File: src/rtl/ram_reader_pkg.sv
// ram_reader_pkg: shared definitions for the RAM read-out engine.
//   - default address/data widths, shared with the RAM model
//   - FSM state encoding (IDLE / SETTLE / OUT)
//   - helper to size the settle counter
package ram_reader_pkg;

    localparam int DEF_ADDR_W = 4;
    localparam int DEF_DATA_W = 8;
    localparam int DEF_SETTLE = 2;

    typedef enum logic [1:0] {
        ST_IDLE   = 2'd0,
        ST_SETTLE = 2'd1,
        ST_OUT    = 2'd2
    } state_e;

    // Width of a counter that must reach settle-1; never narrower than one bit.
    function automatic int cnt_width(input int settle);
        if (settle > 1) begin
            return $clog2(settle);
        end else begin
            return 1;
        end
    endfunction

endpackage

File: src/rtl/ram_reader_if.sv
// ram_reader_if: bus bundle between the read-out engine and its environment.
//   request : req_valid/req_ready/req_addr/req_len
//   RAM     : ram_addr/ram_oebar (to RAM), ram_data (from RAM, asynchronous)
//   stream  : out_valid/out_ready/out_data/out_last
//   status  : busy
// Modport master is the engine side; modport slave is the requester, RAM and
// consumer side.
interface ram_reader_if
    import ram_reader_pkg::*;
#(
    parameter int ADDR_W = DEF_ADDR_W,
    parameter int DATA_W = DEF_DATA_W
);

    logic              req_valid;
    logic              req_ready;
    logic [ADDR_W-1:0] req_addr;
    logic [ADDR_W:0]   req_len;
    logic [ADDR_W-1:0] ram_addr;
    logic              ram_oebar;
    logic [DATA_W-1:0] ram_data;
    logic              out_valid;
    logic              out_ready;
    logic [DATA_W-1:0] out_data;
    logic              out_last;
    logic              busy;

    modport master (
        input  req_valid, req_addr, req_len, ram_data, out_ready,
        output req_ready, ram_addr, ram_oebar, out_valid, out_data, out_last, busy
    );

    modport slave (
        output req_valid, req_addr, req_len, ram_data, out_ready,
        input  req_ready, ram_addr, ram_oebar, out_valid, out_data, out_last, busy
    );

endinterface

File: src/rtl/ram_reader_settle_timer.sv
// ram_reader_settle_timer: up-counter that measures how long the RAM address
// has been held. It sits at zero while en is low and counts one per edge
// while en is high; done flags the cycle whose edge completes the settle time.
//   clk, rstbar : clock, asynchronous active-low reset
//   en          : count enable (engine is in SETTLE)
//   done        : count has reached SETTLE-1 while enabled
module ram_reader_settle_timer
    import ram_reader_pkg::*;
#(
    parameter int SETTLE = DEF_SETTLE
) (
    input  logic clk,
    input  logic rstbar,
    input  logic en,
    output logic done
);

    localparam int              CNT_W = cnt_width(SETTLE);
    localparam logic [CNT_W-1:0] LAST = CNT_W'(SETTLE - 1);

    logic [CNT_W-1:0] count_r;

    // Settle counter: cleared whenever the engine is not settling, so every
    // SETTLE entry starts from zero without an explicit load.
    always_ff @(posedge clk or negedge rstbar) begin
        if (!rstbar) begin
            count_r <= {CNT_W{1'b0}};
        end else if (!en) begin
            count_r <= {CNT_W{1'b0}};
        end else begin
            count_r <= count_r + CNT_W'(1);
        end
    end

    assign done = en && (count_r == LAST);

endmodule

File: src/rtl/ram_reader.sv
// ram_reader: sequential read-out engine for the latch-based RAM.
// Takes a (start address, length) request, drives the RAM address with the
// active-low output enable asserted, waits SETTLE cycles for the asynchronous
// latch array, captures the word and offers it on a valid/ready stream.
// Addresses wrap modulo 2^ADDR_W; a zero-length request is a no-op.
//   clk, rstbar : clock, asynchronous active-low reset
//   bus         : ram_reader_if master (request, RAM, stream, busy)
module ram_reader
    import ram_reader_pkg::*;
#(
    parameter int ADDR_W = DEF_ADDR_W,
    parameter int DATA_W = DEF_DATA_W,
    parameter int SETTLE = DEF_SETTLE
) (
    input  logic         clk,
    input  logic         rstbar,
    ram_reader_if.master bus
);

    localparam logic [ADDR_W:0] REM_ONE = (ADDR_W+1)'(1);

    state_e            state_r;
    logic [ADDR_W:0]   remaining_r;
    logic              settle_done_s;
    logic [DATA_W-1:0] cap_data_s;

    assign cap_data_s    = bus.ram_data;
    assign bus.req_ready = (state_r == ST_IDLE);
    assign bus.busy      = (state_r != ST_IDLE);

    ram_reader_settle_timer #(
        .SETTLE (SETTLE)
    ) u_timer (
        .clk    (clk),
        .rstbar (rstbar),
        .en     (state_r == ST_SETTLE),
        .done   (settle_done_s)
    );

    // Read-out FSM with all bus outputs registered.
    always_ff @(posedge clk or negedge rstbar) begin
        if (!rstbar) begin
            state_r       <= ST_IDLE;
            remaining_r   <= {(ADDR_W+1){1'b0}};
            bus.ram_addr  <= {ADDR_W{1'b0}};
            bus.ram_oebar <= 1'b1;
            bus.out_valid <= 1'b0;
            bus.out_data  <= {DATA_W{1'b0}};
            bus.out_last  <= 1'b0;
        end else begin
            case (state_r)
                ST_IDLE: begin
                    // Zero-length requests are consumed without touching the RAM.
                    if (bus.req_valid && (bus.req_len != {(ADDR_W+1){1'b0}})) begin
                        bus.ram_addr  <= bus.req_addr;
                        bus.ram_oebar <= 1'b0;
                        remaining_r   <= bus.req_len;
                        state_r       <= ST_SETTLE;
                    end else begin
                        state_r <= ST_IDLE;
                    end
                end
                ST_SETTLE: begin
                    if (settle_done_s) begin
                        bus.out_data  <= cap_data_s;
                        bus.out_valid <= 1'b1;
                        bus.out_last  <= (remaining_r == REM_ONE);
                        state_r       <= ST_OUT;
                    end else begin
                        state_r <= ST_SETTLE;
                    end
                end
                ST_OUT: begin
                    // Captured word is held here; ram_data is not sampled.
                    if (bus.out_ready) begin
                        bus.out_valid <= 1'b0;
                        if (remaining_r == REM_ONE) begin
                            bus.ram_oebar <= 1'b1;
                            state_r       <= ST_IDLE;
                        end else begin
                            bus.ram_addr <= bus.ram_addr + ADDR_W'(1);
                            remaining_r  <= remaining_r - REM_ONE;
                            state_r      <= ST_SETTLE;
                        end
                    end else begin
                        state_r <= ST_OUT;
                    end
                end
                default: begin
                    state_r       <= ST_IDLE;
                    bus.ram_oebar <= 1'b1;
                    bus.out_valid <= 1'b0;
                end
            endcase
        end
    end

endmodule

File: src/flat_wrapper.sv
// flat-port wrapper written by rule: the top's interface ports become plain ports
module ram_reader_flat import ram_reader_pkg::*;
#(
    parameter int ADDR_W = DEF_ADDR_W,
    parameter int DATA_W = DEF_DATA_W,
    parameter int SETTLE = DEF_SETTLE
)
  (clk, rstbar, bus_req_valid, bus_req_addr, bus_req_len, bus_ram_data, bus_out_ready, bus_req_ready, bus_ram_addr, bus_ram_oebar, bus_out_valid, bus_out_data, bus_out_last, bus_busy);
  ram_reader_if #(.ADDR_W(ADDR_W), .DATA_W(DATA_W)) bus_i ();
  input  logic clk;
  input  logic rstbar;
  input wire logic [$bits(bus_i.req_valid)-1:0] bus_req_valid;
  input wire logic [$bits(bus_i.req_addr)-1:0] bus_req_addr;
  input wire logic [$bits(bus_i.req_len)-1:0] bus_req_len;
  input wire logic [$bits(bus_i.ram_data)-1:0] bus_ram_data;
  input wire logic [$bits(bus_i.out_ready)-1:0] bus_out_ready;
  output wire logic [$bits(bus_i.req_ready)-1:0] bus_req_ready;
  output wire logic [$bits(bus_i.ram_addr)-1:0] bus_ram_addr;
  output wire logic [$bits(bus_i.ram_oebar)-1:0] bus_ram_oebar;
  output wire logic [$bits(bus_i.out_valid)-1:0] bus_out_valid;
  output wire logic [$bits(bus_i.out_data)-1:0] bus_out_data;
  output wire logic [$bits(bus_i.out_last)-1:0] bus_out_last;
  output wire logic [$bits(bus_i.busy)-1:0] bus_busy;
  assign bus_i.req_valid = bus_req_valid;
  assign bus_i.req_addr = bus_req_addr;
  assign bus_i.req_len = bus_req_len;
  assign bus_i.ram_data = bus_ram_data;
  assign bus_i.out_ready = bus_out_ready;
  assign bus_req_ready = bus_i.req_ready;
  assign bus_ram_addr = bus_i.ram_addr;
  assign bus_ram_oebar = bus_i.ram_oebar;
  assign bus_out_valid = bus_i.out_valid;
  assign bus_out_data = bus_i.out_data;
  assign bus_out_last = bus_i.out_last;
  assign bus_busy = bus_i.busy;
  ram_reader #(.ADDR_W(ADDR_W), .DATA_W(DATA_W), .SETTLE(SETTLE)) u_core (.clk(clk), .rstbar(rstbar), .bus(bus_i));
endmodule
File: config.mk
export PLATFORM = sky130hd
export DESIGN_NAME = ram_reader_flat
export DESIGN_NICKNAME = d
export VERILOG_FILES = /design/src/rtl/ram_reader_pkg.sv /design/src/rtl/ram_reader_if.sv /design/src/rtl/ram_reader_settle_timer.sv /design/src/rtl/ram_reader.sv /design/src/flat_wrapper.sv
export SDC_FILE = /design/constraint.sdc
export NUM_CORES = 1
export LEC_CHECK = 0
export CORE_MARGIN = 2
export CORE_UTILIZATION = 50
export CTS_BUF_LIST = sky130_fd_sc_hd__clkbuf_4
export CTS_CLUSTER_SIZE = 10
export DETAILED_ROUTE_END_ITERATION = 12
export MAX_ROUTING_LAYER = met4
export PLACE_DENSITY = 0.86
export REMOVE_ABC_BUFFERS = 1
export SLEW_MARGIN = 20
export SYNTH_ARGS = -nofsm -noshare
export SYNTH_HDL_FRONTEND = slang
export SYNTH_SLANG_ARGS = --single-unit
export TNS_END_PERCENT = 100
File: constraint.sdc
create_clock -name clk -period 3.1 [get_ports clk]
set_input_delay 0.465 -clock clk [delete_from_list [all_inputs] [get_ports clk]]
set_output_delay 0.465 -clock clk [all_outputs]
set_load 0.01 [all_outputs]
==> flow_summary.toml, run 1 <==
[yosys]
netlist_area_sq_mm = 0.00115
synth.most_common_cell = "dfrtp_1"
synthCells = 104
muxShareOfSynthArea_pct = 12.7
synth_area_leaders = "dfrtp_1 48%, mux2_2 8.8%, ha_1 3.3%, a21oi_1 3.0%, o221ai_1 3.0%"
synth_compound_area_share_pct = 18.5
yosys.area_share.simple_pct = 10.6
synth_edf_count = 0
async_flop_share_pct = 100
synth_top_family_by_area = "compound AO/OA/AOI/OAI gates"
yosysTopAreaCell = "dfrtp_1"
ys_seq_area_share_pct = 49.9
synth_ff_type = "dfrtp_1"
synth_adder_area_share_pct = 3.25
ys_ff_latch = 23
synth_xor_area_share_pct = 0
synth.top_cell.area_share_pct = 47.7
yosys_warnings = 0
synth_cell_type_count = 34
synth.avg_cell_area_sq_um = 11.1
synth_common_cells = "22 x dfrtp_1, 9 x mux2_2, 7 x a21oi_1, 7 x inv_1, 7 x nor2_1"

[sta]
finalCritPeriodShare_pct = 75.4
tightest_slew_ps = 503
period_minus_slack_ps = 2340
slew_violations = 0
setup_viol = 0
relSlewSlack_pct = 66.5
clock.fmax_mhz = 428
timing.setup.tns_ps = 0
rsz0062_at_grt = "false"
hold_violations = 0
skew_ps = 1.53

[floorplanning]
placeableCoreArea_sq_mm = 0.00219
start_util_pct = 52.7
rows = 17
fp.dieArea_sq_mm = 0.00271
pin_count = 38
die_x_um = 52.1
die_height_um = 52.1

[critical_path]
end_kind = "output port"
slowest_stage = "clkdlybuf4s50_1"
crit_buf_inv = 2
critPathTopFamily = "buffers and inverters"
crit_fanout = 9
arrival_ps = 1870
reg2regPathDepth = 6
critPathKind = "flip-flop to output port"
crit_chain = "clkinv_1 -> nand2_1 -> clkdlybuf4s50_1"
cp-start-kind = "flip-flop"
worst_ep_required_time_ps = 2630
cp_slowest_stage_delay_ps = 550
cp.depth = 3

[flow_run]
cap_violations = 0

[clock_network]
ctsResizeCount = 0
clockBufferDepth = 2
cts_setup_buffers = 0
cts_num_sinks = 23
h-tree-depth = 1
cts-root-buf = "clkbuf_4"
numCtsBuffers = 3
cts.clk_slew.worst_paths_ps = 120
cts_tree = "done"
clk_latency_ps = 300
hold_buffers = 0

[power_and_ir_drop]
powerDensity_mw_per_mm2 = 963
ir_worst_vdd_mv = 0.645
leakagePower_nw = 0.669

[routing]
route.vias.total = 957
drt_wl_total_um = 2500
drt_iter0_drc = 8
drc = 0
post_drt_wl_per_cell_um = 14.8
ant_nets = 0
vias_per_cell = 5.66
drt_first_pass_iters = 4

[cells_and_area]
area_growth_pct = 35.2
drive_gt1_share_pct = 13.5
n_fill_cell = 155
instances_no_fill = 169
antenna_cells = 0
final_nets = 166

[placed_design]
placed_cells = 165
portBuffers = 37
gp_congestion = 0.776
hpwlAfterDp_um = 1930

[grt]
grt_util_met1_pct = 27.9
first_global_vias = 986
grt_use_met2_pct = 35.9
antenna_found_initial = 0
grt_overflow_total = 0
grt_use_met3_pct = 4.02
grt_use_total_pct = 22.0
grt_pass1_wl_um = 4260
grt_max_degree = 24
busiest_layer = "met2"

[status]
status = "completed"

[worst_hold_path]
hp-class = "input pin to async pin"
## path summary, 6_finish.rpt
path | startpoint | end | slack, ps
min in group clk | u_core.u_timer.count_r$_DFF_PN0_ | u_core.u_timer.count_r$_DFF_PN0_ | 490
hold / removal | rstbar | u_core.remaining_r[3]$_DFFE_PN0P_ | 110
hold reg to reg | u_core.u_timer.count_r$_DFF_PN0_ | u_core.u_timer.count_r$_DFF_PN0_ | 490
setup reg to reg | u_core.remaining_r[1]$_DFFE_PN0P_ | u_core.bus.ram_addr[1]$_DFFE_PN0P_ | 930
max in group asynchronous | rstbar | u_core.bus.ram_oebar$_DFFE_PN1P_ | 2640
setup / recovery | u_core.state_r[1]$_DFF_PN0_ | bus_busy | 760
## routing by layer
metal,routed length (um),up-vias
met5,0,-
met1,1110,459
met4,31,0
met2,1200,38
met3,159,4
li1,-,456
## cell usage in the layout, fill, tap and decap left out
cell type | Yosys | final
a21oi_1 | 7 | 7
a22oi_1 | 1 | 1
a2bb2oi_1 | 2 | 2
a31oi_1 | 2 | 2
and2_1 | 1 | 1
and3_4 | 1 | 1
and4_1 | 1 | 1
buf_2 | 1 | 1
clkbuf_4 | 0 | 4
clkdlybuf4s50_1 | 0 | 36
clkinv_1 | 2 | 2
dfrtp_1 | 22 | 22
dfstp_2 | 1 | 1
ha_1 | 3 | 3
inv_1 | 7 | 7
mux2_2 | 9 | 9
mux2_4 | 1 | 1
mux2i_1 | 3 | 3
nand2_1 | 2 | 2
nand2b_1 | 1 | 1
nand3_1 | 3 | 3
nor2_1 | 7 | 7
nor2b_1 | 1 | 1
nor3_1 | 3 | 3
o21ai_0 | 6 | 6
o21ai_4 | 1 | 1
o21bai_1 | 1 | 1
o221ai_1 | 4 | 4
o2bb2ai_1 | 4 | 4
o311a_1 | 1 | 1
o31ai_1 | 1 | 1
or3_1 | 1 | 1
or4b_4 | 1 | 1
## registers in the layout, indices dropped and copies added (netlist names)
signal and cells:
u_core.remaining_r 5, u_core.state_r 2, u_core.bus.ram_oebar 1, u_core.bus.out_data 8
u_core.u_timer.count_r 1, u_core.bus.ram_addr 4, u_core.bus.out_last 1, u_core.bus.out_valid 1
## final cells by class
type	count	area, sq um	area share (%)
clock buffers	4	30.0	1.92
flip-flops and latches	23	577	36.9
inverters	9	33.8	2.16
multi-input cells	68	520	33.3
well taps	28	35.0	2.24
repair buffers	37	365	23.4
## cell families (layout without fill, tap and decap cells)
logic type               after synthesis  in the layout
AO/OA/AOI/OAI                         30             30
flip-flops                            23             23
AND/OR/NAND/NOR                       22             22
multiplexers                          13             13
buffers and inverters                 13             50
adder cells (fa/ha/maj)                3              3
## power by group
part           internal [mW]  switching [mW]  total [mW]
registers              0.448           0.125       0.573
logic                  0.433           0.355       0.788
clock network         0.0589          0.0842       0.143
## through the flow
step	power, mW	instance area (sq um)	util [%]	hold WS (ps)	setup slack, ps
after floorplan	1.00	1130	-	169	1160
after detailed placement	1.37	1540	70.1	473	599
after global placement	1.34	1540	70.1	467	648
after global routing	1.63	1560	71.3	142	642
final	1.50	1560	71.3	108	762
after CTS	1.52	1570	71.5	492	754
Note: power is estimated with default switching activity, not from simulation.
==> run 2: changes to the inputs <==
--- a/config.mk
+++ b/config.mk
@@ -6,12 +6,12 @@
 export NUM_CORES = 1
 export LEC_CHECK = 0
 export CORE_MARGIN = 2
-export CORE_UTILIZATION = 50
+export CORE_UTILIZATION = 47
 export CTS_BUF_LIST = sky130_fd_sc_hd__clkbuf_4
 export CTS_CLUSTER_SIZE = 10
 export DETAILED_ROUTE_END_ITERATION = 12
 export MAX_ROUTING_LAYER = met4
-export PLACE_DENSITY = 0.86
+export PLACE_DENSITY = 0.82
 export REMOVE_ABC_BUFFERS = 1
 export SLEW_MARGIN = 20
 export SYNTH_ARGS = -nofsm -noshare
==> constraint.sdc (replaced) <==
create_clock -name clk -period 2.2 [get_ports clk]
set_input_delay 0.33 -clock clk [delete_from_list [all_inputs] [get_ports clk]]
set_output_delay 0.33 -clock clk [all_outputs]
set_load 0.01 [all_outputs]
==> flow_summary.toml, run 2 (synthesized netlist as in run 1, its figures left out) <==
[status]
status = "completed"

[cells_and_area]
final_common_cell = "clkdlybuf4s50_1"
antenna_cells = 0
reg.largest.list = "u_core.bus.out_data (8), u_core.remaining_r (5), u_core.bus.ram_addr (4)"
n_fill_cell = 173
layout_common_cells = "37 x clkdlybuf4s50_1, 22 x dfrtp_1, 9 x mux2_2"
largest_reg_flops = 8
final_nets = 173
drive_gt1_share_pct = 16.9
top_register = "u_core.bus.out_data"
area_growth_pct = 40.2

[clock_network]
cts_setup_buffers = 0
cts_num_sinks = 23
cts_tree = "done"
numCtsBuffers = 3
hold_buffers = 0
h-tree-depth = 1
clk_latency_ps = 310
cts.clk_slew.worst_paths_ps = 130
ctsResizeCount = 0
clockBufferDepth = 2
cts-root-buf = "clkbuf_4"

[flow_run]
cap_violations = 0

[sta]
finalCritPeriodShare_pct = 89.0
final.setup.worst_slack_ps = 243
hold_violations = 0
timing.setup.tns_ps = 0
clock.fmax_mhz = 511
slew_violations = 0
relSlewSlack_pct = 68.5
skew_ps = 4.26
period_minus_slack_ps = 1960
rsz0062_at_grt = "false"
setup_viol = 0
tightest_slew_ps = 471

[routing]
drt_first_pass_iters = 4
post_drt_wl_per_cell_um = 15.9
drt_wl_total_um = 2790
ant_nets = 0
drt_iter0_drc = 23
route.vias.total = 984
drc = 0
vias_per_cell = 5.59

[floorplanning]
pin_count = 38
placeableCoreArea_sq_mm = 0.00228
start_util_pct = 50.7
die_x_um = 53.6
fp.dieArea_sq_mm = 0.00287
rows = 17
die_height_um = 53.6

[power_and_ir_drop]
leakagePower_nw = 0.702
powerDensity_mw_per_mm2 = 1370
ir_worst_vdd_mv = 0.809

[grt]
first_global_vias = 1059
grt_overflow_total = 0
grt_use_total_pct = 23.1
grt_max_degree = 16
grt_pass1_wl_um = 4570
antenna_found_initial = 0

[critical_path]
crit_fanout = 7
worst_ep_required_time_ps = 2410
critPathKind = "flip-flop to flip-flop"
arrival_ps = 2170
cp-start-kind = "flip-flop"
end_kind = "flip-flop"

[placed_design]
dp_slack_ps = 72.8
gp_congestion = 0.833
portBuffers = 37
hpwlAfterDp_um = 2150

[worst_hold_path]
hp-class = "input pin to async pin"
run 2: worst paths after layout:
check	start	end	slack, ps	cells past startpoint
worst max register to register	u_core.remaining_r[1]$_DFFE_PN0P_	u_core.bus.ram_addr[1]$_DFFE_PN0P_	240	6
worst min register to register	u_core.u_timer.count_r$_DFF_PN0_	u_core.u_timer.count_r$_DFF_PN0_	500	1
worst max-delay path	u_core.remaining_r[1]$_DFFE_PN0P_	u_core.bus.ram_addr[1]$_DFFE_PN0P_	240	6
min in group clk	u_core.u_timer.count_r$_DFF_PN0_	u_core.u_timer.count_r$_DFF_PN0_	500	1
worst min-delay path	rstbar	u_core.remaining_r[2]$_DFFE_PN0P_	310	1
max in group asynchronous	rstbar	u_core.bus.ram_oebar$_DFFE_PN1P_	1270	2
run 2: worst max-delay path, stage by stage (launching register included):
cell and delay [ps]:
dfrtp_1 400, inv_1 120, ha_1 150, or4b_4 470
and3_4 240, o21ai_4 170, mux2_4 310
run 2: cell type report:
type | instances | area [sq um] | share of cell area, %
Clock buffer | 4 | 30.0 | 1.85
Tap cell | 28 | 35.0 | 2.16
Inverter | 9 | 33.8 | 2.09
Timing Repair Buffer | 44 | 423 | 26.1
Sequential cell | 23 | 577 | 35.6
Multi-Input combinational cell | 68 | 520 | 32.1
run 2: metal layers:
layer  up-vias  part of all wire [%]  track usage, %
li1        468                     -               -
met1       471                    42            27.0
met2        43                    50            40.7
met3         2                   7.1            3.89
met4         0                  0.36            6.41
met5         -                     0               -
run 2: where the power goes:
group          internal (mW)  leakage [nW]  switching [mW]
clock network         0.0830        0.0184           0.128
registers              0.631         0.272           0.160
logic                  0.669         0.411           0.542
total                   1.38         0.702           0.830
run 2: through the flow:
stage	util (%)	power (mW)	std cells	area, sq um	hold WS [ps]
after floorplan	-	1.41	100	1130	34.4
after global placement	69.8	1.96	172	1590	468
after detailed placement	69.8	2.01	172	1590	483
after CTS	71.1	2.23	176	1620	306
after global routing	71.1	2.37	176	1620	315
final	71.1	2.21	176	1620	306
